--- src/rtl/ling_multiword_sub.sv ---
// Streaming multi-limb subtractor D = A - B, one 16-bit limb per cycle, LSB limb first, built on a sparse-4 Ling carry core.
// Optional diff_zero (A==B) output is enabled by defining LING_SUB_ZERO_FLAG_EN.

module ling_core16 (
  input  logic [15:0] a,
  input  logic [15:0] b,
  input  logic        cin,
  output logic [15:0] sum,
  output logic        cout
);

  logic [15:0] g;
  logic [15:0] t;
  logic [16:0] tp;
  logic [16:0] h;
  logic [16:0] c;
  logic [3:0]  gg;
  logic [3:0]  pp;
  logic [4:0]  hb;

  // Ling pseudo-carry h[i+1] = g[i] | t[i-1] & h[i]; real carry c[i] = t[i-1] & h[i]; cin sits at h[0] with t[-1] = 1
  always_comb begin
    g  = a & b;
    t  = a | b;
    tp = {t, 1'b1};
    gg = '0;
    pp = '0;
    hb = '0;
    h  = '0;
    c  = '0;
    for (int k = 0; k < 4; k++) begin
      gg[k] = 1'b0;
      pp[k] = 1'b1;
      for (int j = 0; j < 4; j++) begin
        gg[k] = g[4*k+j] | (tp[4*k+j] & gg[k]);
        pp[k] = tp[4*k+j] & pp[k];
      end
    end
    hb[0] = cin;
    for (int k = 0; k < 4; k++) begin
      hb[k+1] = gg[k] | (pp[k] & hb[k]);
    end
    for (int k = 0; k < 4; k++) begin
      h[4*k] = hb[k];
      for (int j = 0; j < 3; j++) begin
        h[4*k+j+1] = g[4*k+j] | (tp[4*k+j] & h[4*k+j]);
      end
    end
    h[16] = hb[4];
    c     = tp & h;
    sum   = a ^ b ^ c[15:0];
    cout  = c[16];
  end

endmodule

module ling_multiword_sub #(
  parameter int LIMBS = 4
) (
  input  logic        clk,
  input  logic        rst,
  input  logic        in_valid,
  output logic        in_ready,
  input  logic [15:0] a_limb,
  input  logic [15:0] b_limb,
  input  logic        in_last,
  output logic        out_valid,
  input  logic        out_ready,
  output logic [15:0] diff_limb,
  output logic        out_last,
  output logic        borrow_out,
  output logic        len_err
`ifdef LING_SUB_ZERO_FLAG_EN
  ,
  output logic        diff_zero
`endif
);

  localparam int CW = (LIMBS > 1) ? $clog2(LIMBS) : 1;
  localparam logic [CW-1:0] CNT_MAX = CW'(LIMBS - 1);

  typedef enum logic {IDLE, RUN} state_t;

  state_t        state;
  logic [CW-1:0] cnt;
  logic          c;
  logic          cin;
  logic [15:0]   sum;
  logic          cout;
  logic          accept;
  logic          at_max;
  logic          term;
  logic [15:0]   b_inv;

  always_comb begin
    in_ready = !rst && (!out_valid || out_ready);
    accept   = in_valid && in_ready;
    at_max   = (cnt == CNT_MAX);
    term     = in_last || at_max;
    cin      = (state == IDLE) ? 1'b1 : c;
    b_inv    = ~b_limb;
  end

  ling_core16 u_core (
    .a    (a_limb),
    .b    (b_inv),
    .cin  (cin),
    .sum  (sum),
    .cout (cout)
  );

`ifdef LING_SUB_ZERO_FLAG_EN
  logic zero_acc;
  logic sum_zero;
  assign sum_zero = (sum == 16'h0000);
`endif

  always_ff @(posedge clk) begin
    if (rst) begin
      state      <= IDLE;
      cnt        <= '0;
      c          <= 1'b1;
      out_valid  <= 1'b0;
      diff_limb  <= '0;
      out_last   <= 1'b0;
      borrow_out <= 1'b0;
      len_err    <= 1'b0;
`ifdef LING_SUB_ZERO_FLAG_EN
      diff_zero  <= 1'b0;
      zero_acc   <= 1'b1;
`endif
    end else if (accept) begin
      out_valid  <= 1'b1;
      diff_limb  <= sum;
      out_last   <= term;
      borrow_out <= term & ~cout;
      if (term) begin
        state <= IDLE;
        cnt   <= '0;
        c     <= 1'b1;
        if (in_last != at_max) len_err <= 1'b1;
      end else begin
        state <= RUN;
        cnt   <= cnt + CW'(1);
        c     <= cout;
      end
`ifdef LING_SUB_ZERO_FLAG_EN
      diff_zero <= term & zero_acc & sum_zero;
      zero_acc  <= term | (zero_acc & sum_zero);
`endif
    end else if (out_ready) begin
      out_valid <= 1'b0;
    end
  end

endmodule

--- config.mk ---
export PLATFORM = sky130hd
export DESIGN_NAME = ling_multiword_sub
export DESIGN_NICKNAME = d
export VERILOG_FILES = /design/src/rtl/ling_multiword_sub.sv
export SDC_FILE = /design/constraint.sdc
export NUM_CORES = 1
export LEC_CHECK = 0
export ABC_CLOCK_PERIOD_IN_PS = 4750
export CAP_MARGIN = 20
export CORE_MARGIN = 10
export CORE_UTILIZATION = 47
export DETAILED_ROUTE_END_ITERATION = 7
export GPL_ROUTABILITY_DRIVEN = 0
export PLACE_DENSITY = 0.8
export SLEW_MARGIN = 20
export SYNTH_ARGS = -nofsm -noshare
export SYNTH_HDL_FRONTEND = slang
export SYNTH_SLANG_ARGS = --single-unit
--- constraint.sdc ---
create_clock -name clk -period 4.75 [get_ports clk]
set_clock_uncertainty 0.05 [all_clocks]
set_input_delay 1.1875 -clock clk [delete_from_list [all_inputs] [get_ports clk]]
set_output_delay 1.1875 -clock clk [all_outputs]
set_load 0.05 [all_outputs]
Word level (Yosys, flattened, before mapping):

Cells that the tools add are included.

* mux-type cells: 6
* reductions and logical operators: 8
* bitwise operators: 74
* equal/unequal tests: 2
* add/subtract/negate cells: 1

Operators with widths (count)
* $and 1x1->1: 39
* $xor 16x16->16: 2
* $or 1x1->1: 28
* $and 17x17->17: 1
* $and 16x16->16: 1
* $not 16->16: 1
* $or 16x16->16: 1
* $mux 1: 5
* $reduce_and 3->1: 1
* $add 2x1->2 const B: 1
* $eq 2x2->1 const B: 1
* $logic_and 1x1->1: 2
* $logic_not 1->1: 2
* $logic_or 1x1->1: 2
* $mux 2: 1
* $reduce_bool 2->1: 1
* $ne 1x1->1: 1
* $not 1->1: 1

* bits in registers: 24
* output and inout bits: 21
* input bits: 37

Logic depth before layout (Yosys ltp):

* depth in word-level cells: 22
* mapped depth: 14
* mapped depth without buffers: 14

Hierarchy:

Synthesis repeated with hierarchy kept, for this count alone.

* cells, all modules: 224
* area, all modules: 2140.8 um2

Modules (own cells, without submodules)
* ling_multiword_sub: times used 1, sequential area each 480.5 um2, cells each 106, area each 1139.8 um2
* ling_core16: times used 1, sequential area each 0.0 um2, cells each 118, area each 1001.0 um2

Worst setup path after synthesis:

No wires, ideal clock.

* kind: input -> register
* start point: input a_limb[5]
* end point: register diff_limb[14]
* data arrival time: 3.545 ns
* required time: 4.586 ns
* buffers on the path: 0
* stages on the path: 13
* slack: 1.042 ns
* setup time: 0.114 ns
* cells stage by stage: inv_1 -> ha_1 -> or4_4 -> a211oi_4 -> o21ai_0 -> a21oi_1 -> fa_1 -> inv_1 -> fa_1 -> inv_1 -> fa_1 -> nand2_1 -> nand2_1

* longest elaborated chain between the ends: 15
* elaborated cells on any way between the ends: 19
* classes of those cells: bitwise (19)

Ends and longest elaborated chain
* from (decl): line 64 `input logic [15:0] a_limb,`
* $and 16x16->16: line 23 `g = a & b;`
* $or 1x1->1: line 35 `gg[k] = g[4*k+j] | (tp[4*k+j] & gg[k]);`
* $and 1x1->1: line 35
* $or 1x1->1: line 35
* $and 1x1->1: line 35
* $or 1x1->1: line 35
* $or 1x1->1 *: line 41 `hb[k+1] = gg[k] | (pp[k] & hb[k]);`
* $and 1x1->1 *: line 41
* $or 1x1->1 *: line 41
* $and 1x1->1 *: line 46 `h[4*k+j+1] = g[4*k+j] | (tp[4*k+j] & h[4*k+j]);`
* $or 1x1->1 *: line 46
* $and 1x1->1 *: line 46
* $or 1x1->1 *: line 46
* $and 17x17->17 *: line 50 `c = tp & h;`
* $xor 16x16->16 *: line 51 `sum = a ^ b ^ c[15:0];`
* named net sum[14]: line 88 `logic [15:0] sum;`
* to (signal assigned): line 134 `diff_limb <= sum;`
* to (decl): line 69 `output logic [15:0] diff_limb,`

Mark *: on every way through the listed nets, which the timed path passes. The rest lies on a longest branch.
A chain may end at the register's enable or synchronous reset.

Final worst setup path:

* start point: input a_limb[7]
* end point: register diff_limb[14]

* longest elaborated chain between the ends: 12
* elaborated cells on any way between the ends: 15
* classes of those cells: bitwise (15)

Ends and longest elaborated chain
* $or 16x16->16: line 24 `t = a | b;`
* $and 1x1->1 (3 in series): line 36 `pp[k] = tp[4*k+j] & pp[k];`
* $and 1x1->1 *: line 41
* $or 1x1->1 *: line 41
* $and 1x1->1 *: line 46
* $or 1x1->1 *: line 46
* $and 1x1->1 *: line 46
* $or 1x1->1 *: line 46
* $and 17x17->17 *: line 50
* $xor 16x16->16 *: line 51
* named net sum[14]: line 88

Marked as above.

==> flow_summary_export.csv <==
group,metric,value,unit
power,totalPowerFinal,0.000598,W
final_layout,final_util,67.7,%
final_layout,area_growth,35.8,%
setup_path,worstRegToRegCells,12,
yosys,avgSynthCellArea,8.74,sq um
yosys,syn-num-nets,298,
yosys,synthCells,215,
final_layout,multi_input_area,1200,sq um
timing,final_hold_viol_count,0,
die,start_util,49.8,%
clock_tree,cts_root_buf,"clkbuf_8",
clock_tree,htree_levels,1,
timing,finalMaxSlewViolations,0,
status,status,"complete, no violations",
yosys,synth.distinct_cells,33,
clock_tree,post_cts_buffers,0,
final_layout,fill_cells,323,
clock_tree,cts_inserted_buffers,3,
die,die_y,83.2,um
power,p_leak,1.21,nW
final_layout,layout_commonest_cell,"clkdlybuf4s50_1",
clock_tree,cts.path.max_buffers,2,
global_routing,globalRouteOverflowTotal,0,
clock_tree,cts_tree,"built",
worst_hold_path,hp-class,"reg -> reg",
routing,remaining_drc_errors,0,
yosys,seq_area_frac_synth,25.6,%
routing,avgViaCountPerCell,4.83,
setup_path,crit_type,"in -> reg",
timing,setup_viol,0,
clock_tree,clock_sinks,24,
setup_path,cp-end-kind,"register",
final_layout,n_antenna_cell,0,
routing,wire_per_inst,13.4,um
final_layout,final_cell_mix,"clkdlybuf4s50_1 (57), inv_1 (45), ha_1 (34), dfxtp_1 (24)",
routing,totalWireLength,4.27,mm
final_layout,register_area,480,sq um
global_routing,antenna_found_initial,0,
clock_tree,postCtsResizedCells,0,
placed_design,placed_cells,315,
clock_tree,clkLatencyLatePin,270,ps
yosys,synth_area,1880,sq um
setup_path,crit_required,4870,ps
die,die-area,6930,sq um
global_routing,grt_max_degree,26,
routing,drt-pass1-iter-count,4,
timing,finalCritPeriodShare,86.6,%
timing,whs,408,ps
global_routing,grt_pass1_wl,7.60,mm
clock_tree,cts_hold_buffers,0,
setup_path,timing.rr.end,"diff_limb[15]$_SDFFE_PP0P_",
yosys,ys_seq_elements,24,
timing,fmax,243,MHz
timing,setup-tns-final,0,ps
setup_path,timing.rr.start,"c$_SDFFE_PP1P_",
placed_design,io_buffers,57,
timing,rsz0062_at_grt,"no",
setup_path,startpoint_type,"input pin",
setup_path,crit_fanout,3,
timing,worst_pin_slew,872,ps
placed_design,place_hpwl,3.61,mm
final_layout,instances_no_fill,319,
die,fp-row-count,22,
worst_hold_path,holdPathStages,2,
final_layout,final_nets,355,
setup_path,arrival,4240,ps
die,ioPinCount,58,
run,max-cap-violations,0,
setup_path,regToRegSetupSlack,2120,ps
yosys,yosys_warnings,0,
die,die_width,83.2,um
routing,num_vias,1542,
global_routing,grt_pass1_vias,1695,
power,p_per_area,235,nW/um^2
clock_tree,clkTransAtPathRegs,90,ps
routing,drt_iter0_drc,76,
timing,max_slew_margin,41.9,%
die,core-area,3770,sq um
routing,final_antenna_net_count,0,
timing,period_minus_slack,4110,ps
final_layout,drive_gt1_share,3.32,%
power,peakVddDrop,178,uV
worst_hold_path,hold_path.startpoint,"state$_SDFFE_PP0P_",
global_routing,grtUsageTotal,12.6,%
worst_hold_path,worstHoldEndpoint,"state$_SDFFE_PP0P_",
[Yosys cell counts]
cell type | number | area, sq um
or3_1 | 1 | 6.26
o211ai_2 | 1 | 12.5
clkbuf_1 | 5 | 18.8
a211o_1 | 1 | 8.76
xnor2_1 | 2 | 17.5
a31o_1 | 1 | 8.76
nor2b_1 | 2 | 12.5
a211oi_1 | 7 | 52.6
nand3_1 | 8 | 40.0
xor2_1 | 2 | 17.5
nand2_1 | 16 | 60.1
o21bai_1 | 2 | 15.0
a211oi_4 | 1 | 20.0
nor2_1 | 16 | 60.1
fa_1 | 12 | 240
nand3b_1 | 4 | 30.0
o21ai_0 | 6 | 30.0
or4_4 | 1 | 11.3
nor3_1 | 3 | 15.0
inv_1 | 45 | 169
a21o_1 | 1 | 7.51
a32oi_1 | 1 | 8.76
ha_1 | 34 | 425
nor4_1 | 1 | 6.26
dfxtp_1 | 24 | 480
buf_2 | 2 | 10.0
a31oi_1 | 1 | 6.26
nand2b_1 | 2 | 12.5
a2111oi_0 | 1 | 8.76
a21oi_1 | 9 | 45.0
a221oi_1 | 1 | 8.76
o31ai_1 | 1 | 7.51
and2_1 | 1 | 6.26
[worst max-delay path by stage]
stage	startpoint	endpoint	depth (start not counted)
floorplan	a_limb[5]	diff_limb[14]$_SDFFE_PP0P_	13
global placement	a_limb[5]	diff_limb[14]$_SDFFE_PP0P_	14
detailed placement	a_limb[7]	diff_limb[14]$_SDFFE_PP0P_	14
CTS	a_limb[7]	diff_limb[14]$_SDFFE_PP0P_	14
global route	a_limb[5]	diff_limb[14]$_SDFFE_PP0P_	14
finish	a_limb[7]	diff_limb[14]$_SDFFE_PP0P_	14
[flip-flops by register name (all words and copies together), names as in the netlist]
register    count
cnt             2
state           1
len_err         1
out_valid       1
out_last        1
c               1
diff_limb      16
borrow_out      1
[power by group]
group	switching (W)	total, W	internal [W]
sequential	0.00000869	0.000227	0.000218
clock	0.0000671	0.000141	0.0000741
combinational	0.000133	0.000230	0.0000967
[metal layers]
| layer | vias up | share of wire [%] | global-route usage, % |
|---|---|---|---|
| met5 | - | 0 | 0 |
| met4 | 0 | 0.26 | 1.54 |
| met2 | 34 | 53 | 23.5 |
| met1 | 719 | 40 | 13.3 |
| li1 | 786 | - | - |
| met3 | 3 | 6.6 | 4.69 |
[area by class of cell]
cell class	count	share of cell area (%)
clock buffer	4	2.16
timing repair buffer	59	23.0
sequential	24	18.8
multi-input combinational	139	47.1
inverter	45	6.62
tap	48	2.35
[metrics by stage]
step	worst slack, ps	instance area (sq um)
finish	637	2550
global route	468	2550
CTS	627	2550
detailed placement	355	2500
global placement	431	2500
floorplan	1040	1880
[logic make-up (layout without fill, tap and decap cells)]
| logic type | Yosys count | in the layout | share of synthesized area (%) |
|---|---|---|---|
| buf+inv | 52 | 108 | 10.5 |
| compound gates | 34 | 34 | 12.8 |
| flops | 24 | 24 | 25.6 |
| xor+xnor | 4 | 4 | 1.86 |
| fa+ha+maj | 46 | 46 | 35.4 |
| simple gates | 55 | 55 | 13.8 |
[worst max-delay path, cell delays in order]
cell	delay [ps]
clkdlybuf4s50_1	490
inv_1	60
ha_1	210
or4_4	550
a211oi_4	220
o21ai_0	110
a21oi_1	210
fa_1	200
inv_1	50
fa_1	360
inv_1	80
fa_1	400
nand2_1	70
nand2_1	60
Note: power is estimated with default switching activity, not from simulation.
==> patch 1, RTL diff (same flow settings) <==
Set the parameter `LIMBS` to 2 (it was 4).
--- a/src/rtl/ling_multiword_sub.sv
+++ b/src/rtl/ling_multiword_sub.sv
@@ -55,7 +55,7 @@
 endmodule
 
 module ling_multiword_sub #(
-  parameter int LIMBS = 4
+  parameter int LIMBS = 2
 ) (
   input  logic        clk,
   input  logic        rst,
Check against the original RTL: not equivalent (a bounded check fails within 4 cycles, from zero or initial values and one cycle with rst high).
==> patch 1 against the unedited design <==
  * Power is 2.8% lower
  * Hold slack worse by 0.0025 ns
  * Design area is 2.6% lower
  * Synthesized area is 3.3% lower
  * Largest power group unchanged
  * Worst setup slack worse by 0.0016 ns
  * Fmax hardly changed
  * Routed wire length is 0.80% lower
  * Utilization is 0.25 points lower
  * Sequential cell count is 2 lower
==> patch 1: results <==
export IMPL_status="finished clean"
export IMPL_holdPathEnd="diff_limb[12]"
export IMPL_r2r_slack_ns=1.96
export IMPL_nets=345
export IMPL_synthAdderAreaFrac_pct=35.9
export IMPL_p_leak_nw=1.18
export IMPL_hold_path_depth=2
export IMPL_cts_resized=0
export IMPL_synth_cell_types=31
export IMPL_path_max_fanout=3
export IMPL_synthArstFlopShare_pct=0
export IMPL_vias=1499
export IMPL_max_stage_delay_ns=0.48
export IMPL_drt_initial_drc_count=36
export IMPL_grt_pass1_wl_mm=6.73
export IMPL_cp_slowest_cell="clkdlybuf4s50_1"
export IMPL_muxShareOfSynthArea_pct=0
export IMPL_drive_gt1_share_pct=4.20
export IMPL_arrival_ns=4.22
export IMPL_post_cts_buffers=0
export IMPL_portBuffers=57
export IMPL_routedWlPerCell_um=13.7
export IMPL_dpl_cell_area_um2=2430
export IMPL_n_antenna_cell=0
export IMPL_vias_per_cell=4.84
export IMPL_worstReg2RegEnd="diff_limb[15]"
export IMPL_grt_pass1_vias=1556
export IMPL_grtUsageTotal_pct=12.4
export IMPL_synthesis_nets=288
export IMPL_ys_warn_count=0
export IMPL_clk_latency_ns=0.26
export IMPL_ir_drop_uv=105
export IMPL_syn_area_per_cell_um2=8.83
export IMPL_hpwl_mm=3.67
export IMPL_slew_headroom_pct=45.1
export IMPL_hp_start="diff_limb[12]"
export IMPL_hold_ws_ns=0.406
export IMPL_synth_xor_xnor_area_share_pct=1.93
export IMPL_synth_compound_area_share_pct=12.7
export IMPL_firstDrtPassIters=4
export IMPL_reg2reg_depth=11
export IMPL_min_path_type="reg -> reg"
export IMPL_placedCellCount=306
export IMPL_worst_r2r_startpoint="c"
export IMPL_synth_common_cells="inv_1 (41), ha_1 (33), dfxtp_1 (22)"
export IMPL_grt_max_degree=23
export IMPL_yosys_top_cells_area="dfxtp_1 (24%), ha_1 (23%), fa_1 (13%), inv_1 (8.5%), nor2_1 (4.3%)"
export IMPL_cts_max_level=1
export IMPL_ys_seq_area_share_pct=24.2
export IMPL_clk_pin_slew_ns=0.08
export IMPL_top_register="diff_limb"
==> patch 1: logic make-up after synthesis <==
logic type / after synthesis
simple gates: 58
buf+inv: 47
fa+ha+maj: 45
compound gates: 30
flops: 22
xor+xnor: 4
==> patch 1: layout make-up <==
class	instances	area, um^2
well taps	48	60.1
inverters	41	154
flip-flops and latches	22	440
multi-input cells	137	1200
fillers	327	1200
repair buffers	58	578
clock buffers	4	55.1
==> patch 1: worst max path at each step <==
stage                     slack (ns)            end      start  depth (start not counted)
after global placement          0.41  diff_limb[14]  a_limb[7]                         13
final                           0.64  diff_limb[14]  a_limb[1]                         14
after CTS                       0.60  diff_limb[14]  a_limb[1]                         14
after floorplan                 1.05  diff_limb[14]  a_limb[7]                         12
after global routing            0.36  diff_limb[15]  b_limb[1]                         15
after detailed placement        0.33  diff_limb[14]  a_limb[1]                         14
==> patch 1: per-stage QoR <==
stage	worst slack, ns	total power, mW
6_report	0.635	0.582
5_1_grt	0.355	0.616
4_1_cts	0.597	0.590
3_5_place_dp	0.331	0.455
3_3_place_gp	0.414	0.449
2_1_floorplan	1.05	0.360
==> patch 1: report_power, final <==
part | total (mW) | internal [mW] | switching [mW]
sequential | 0.211 | 0.202 | 0.00889
clock | 0.134 | 0.0738 | 0.0602
combinational | 0.237 | 0.100 | 0.136
total | 0.582 | 0.376 | 0.206
==> patch 1: worst max-delay path: cells and delay by family <==
kind,cells,cell delay [ns]
and+or+nand+nor,3,0.49
adders and majority gates,4,1.22
buffers and inverters,4,0.69
AOI/OAI and AO/OA,3,0.63
==> patch 1: layer usage <==
layer  up-vias  track usage (%)  part of all wire (%)
li1        760                -                     -
met1       699             13.2                    40
met2        36             23.3                    52
met3         4             2.38                   6.4
met4         0             4.76                   1.5
met5         -                0                     0
==> patch 2, RTL diff (same settings) <==
Without the edit above. Register the output `len_err` once more, cleared by the reset; this adds one clock of latency there. The other outputs are not delayed to match.
--- a/src/rtl/ling_multiword_sub.sv
+++ b/src/rtl/ling_multiword_sub.sv
@@ -81,6 +81,8 @@
 
   typedef enum logic {IDLE, RUN} state_t;
 
+  logic len_err_s0;
+
   state_t        state;
   logic [CW-1:0] cnt;
   logic          c;
@@ -124,7 +126,7 @@
       diff_limb  <= '0;
       out_last   <= 1'b0;
       borrow_out <= 1'b0;
-      len_err    <= 1'b0;
+      len_err_s0 <= 1'b0;
 `ifdef LING_SUB_ZERO_FLAG_EN
       diff_zero  <= 1'b0;
       zero_acc   <= 1'b1;
@@ -138,7 +140,7 @@
         state <= IDLE;
         cnt   <= '0;
         c     <= 1'b1;
-        if (in_last != at_max) len_err <= 1'b1;
+        if (in_last != at_max) len_err_s0 <= 1'b1;
       end else begin
         state <= RUN;
         cnt   <= cnt + CW'(1);
@@ -153,5 +155,13 @@
     end
   end
 
+  always_ff @(posedge clk) begin
+    if (rst) begin
+      len_err <= '0;
+    end else begin
+      len_err <= len_err_s0;
+    end
+  end
+
 endmodule
 
Check against the original RTL: not equivalent (Yosys sat finds a counterexample within 4 cycles, from zero or initial values and one cycle with rst high).
==> patch 2 against the unedited design <==
  * Non-clock buffer count is 1 higher
  * Routed wire length decreased by 0.98%
  * Sequential cell count grew 1
  * Power rose by 1.1%
  * Design area grew 1.0%
  * Synthesized area is 1.1% higher
  * Worst setup slack better by 0.051 ns
  * Largest cell class unchanged
  * Largest power group is now sequential cells
==> patch 2: results <==
export IMPL_synth_xor_xnor_area_share_pct=1.84
export IMPL_synth_common_cells="inv_1 (45), ha_1 (34), dfxtp_1 (25)"
export IMPL_routed_wl_mm=4.23
export IMPL_drt_initial_drc_count=93
export IMPL_p_leak_nw=1.22
export IMPL_drive_gt1_share_pct=3.65
export IMPL_max_stage_delay_ns=0.52
export IMPL_synth_compound_area_share_pct=12.6
export IMPL_slew_headroom_pct=43.3
export IMPL_hpwl_mm=3.52
export IMPL_synthesis_nets=300
export IMPL_synth_cell_types=34
export IMPL_vias_per_cell=4.81
export IMPL_ir_drop_uv=129
export IMPL_ys_seq_area_share_pct=26.3
export IMPL_synthAdderAreaFrac_pct=35.0
export IMPL_grt_use_met2_pct=21.7
export IMPL_r2r_slack_ns=2.07
export IMPL_grt_pass1_wl_mm=7.26
export IMPL_arrival_ns=4.19
export IMPL_status="finished clean"
export IMPL_use_met1_pct=13.2
export IMPL_fill_cells=352
export IMPL_grtUsageMet3_pct=3.52
export IMPL_grtUsageTotal_pct=12.2
-- patch 2: cell count changes after synthesis --
| cell | before | now |
|---|---|---|
| nand3_1 | 8 | 10 |
| nand3b_1 | 4 | 2 |
| buf_1 | 0 | 1 |
| clkbuf_1 | 5 | 4 |
| dfxtp_1 | 24 | 25 |
| nor2b_1 | 2 | 3 |
-- patch 2: cells by family (layout without fill, tap and decap cells) --
| logic type | after synthesis | after routing |
|---|---|---|
| buffers and inverters | 52 | 109 |
| and+or+nand+nor | 56 | 56 |
| AOI/OAI and AO/OA | 34 | 34 |
| DFF | 25 | 25 |
| adders and majority gates | 46 | 46 |
| xor gates and xnor gates | 4 | 4 |
-- patch 2: power by group through the flow --
stage,combinational (mW),sequential [mW],clock (mW)
final,0.232,0.236,0.137
after global routing,0.255,0.238,0.147
after CTS,0.235,0.236,0.138
after detailed placement,0.234,0.241,0
after global placement,0.229,0.240,0
after floorplan,0.0860,0.294,0
-- patch 2: worst max path at each step --
stage | startpoint | endpoint | slack [ns]
floorplan | a_limb[5] | diff_limb[14] | 1.04
global placement | a_limb[5] | diff_limb[14] | 0.44
detailed placement | a_limb[5] | diff_limb[14] | 0.37
CTS | a_limb[5] | diff_limb[14] | 0.69
global route | a_limb[5] | diff_limb[14] | 0.44
finish | a_limb[5] | diff_limb[14] | 0.69
-- patch 2: worst register-to-register path, cell delays in order, from the launching register on --
cell and delay [ns]:
dfxtp_1 0.32, nand2b_1 0.17, a21oi_1 0.32, a211oi_4 0.12, o21ai_0 0.17, a21oi_1 0.10
fa_1 0.36, inv_1 0.07, fa_1 0.15, inv_1 0.05, fa_1 0.41, xnor2_1 0.18
o21ai_0 0.09
-- patch 2: final cells by class --
type	instances	share of cell area, %
Tap cell	50	2.43
Timing Repair Buffer	60	23.0
Sequential cell	25	19.4
Inverter	45	6.55
Multi-Input combinational cell	140	46.7
Clock buffer	3	1.60
Clock inverter	1	0.340
-- patch 2: stage by stage --
step | setup WS, ns | power [mW] | hold WS, ns | instances | area (um^2)
after detailed placement | 0.374 | 0.475 | 0.397 | 320 | 2530
after global placement | 0.440 | 0.469 | 0.390 | 320 | 2530
after floorplan | 1.04 | 0.380 | 0.379 | 217 | 1900
after CTS | 0.685 | 0.609 | 0.413 | 324 | 2580
after global routing | 0.439 | 0.640 | 0.429 | 324 | 2580
final | 0.688 | 0.605 | 0.411 | 324 | 2580
-- patch 2: per-layer routing --
metal,routed length (um),vias to the layer above
met5,0,-
met4,37,0
met3,247,4
met2,2210,38
met1,1730,721
li1,-,797
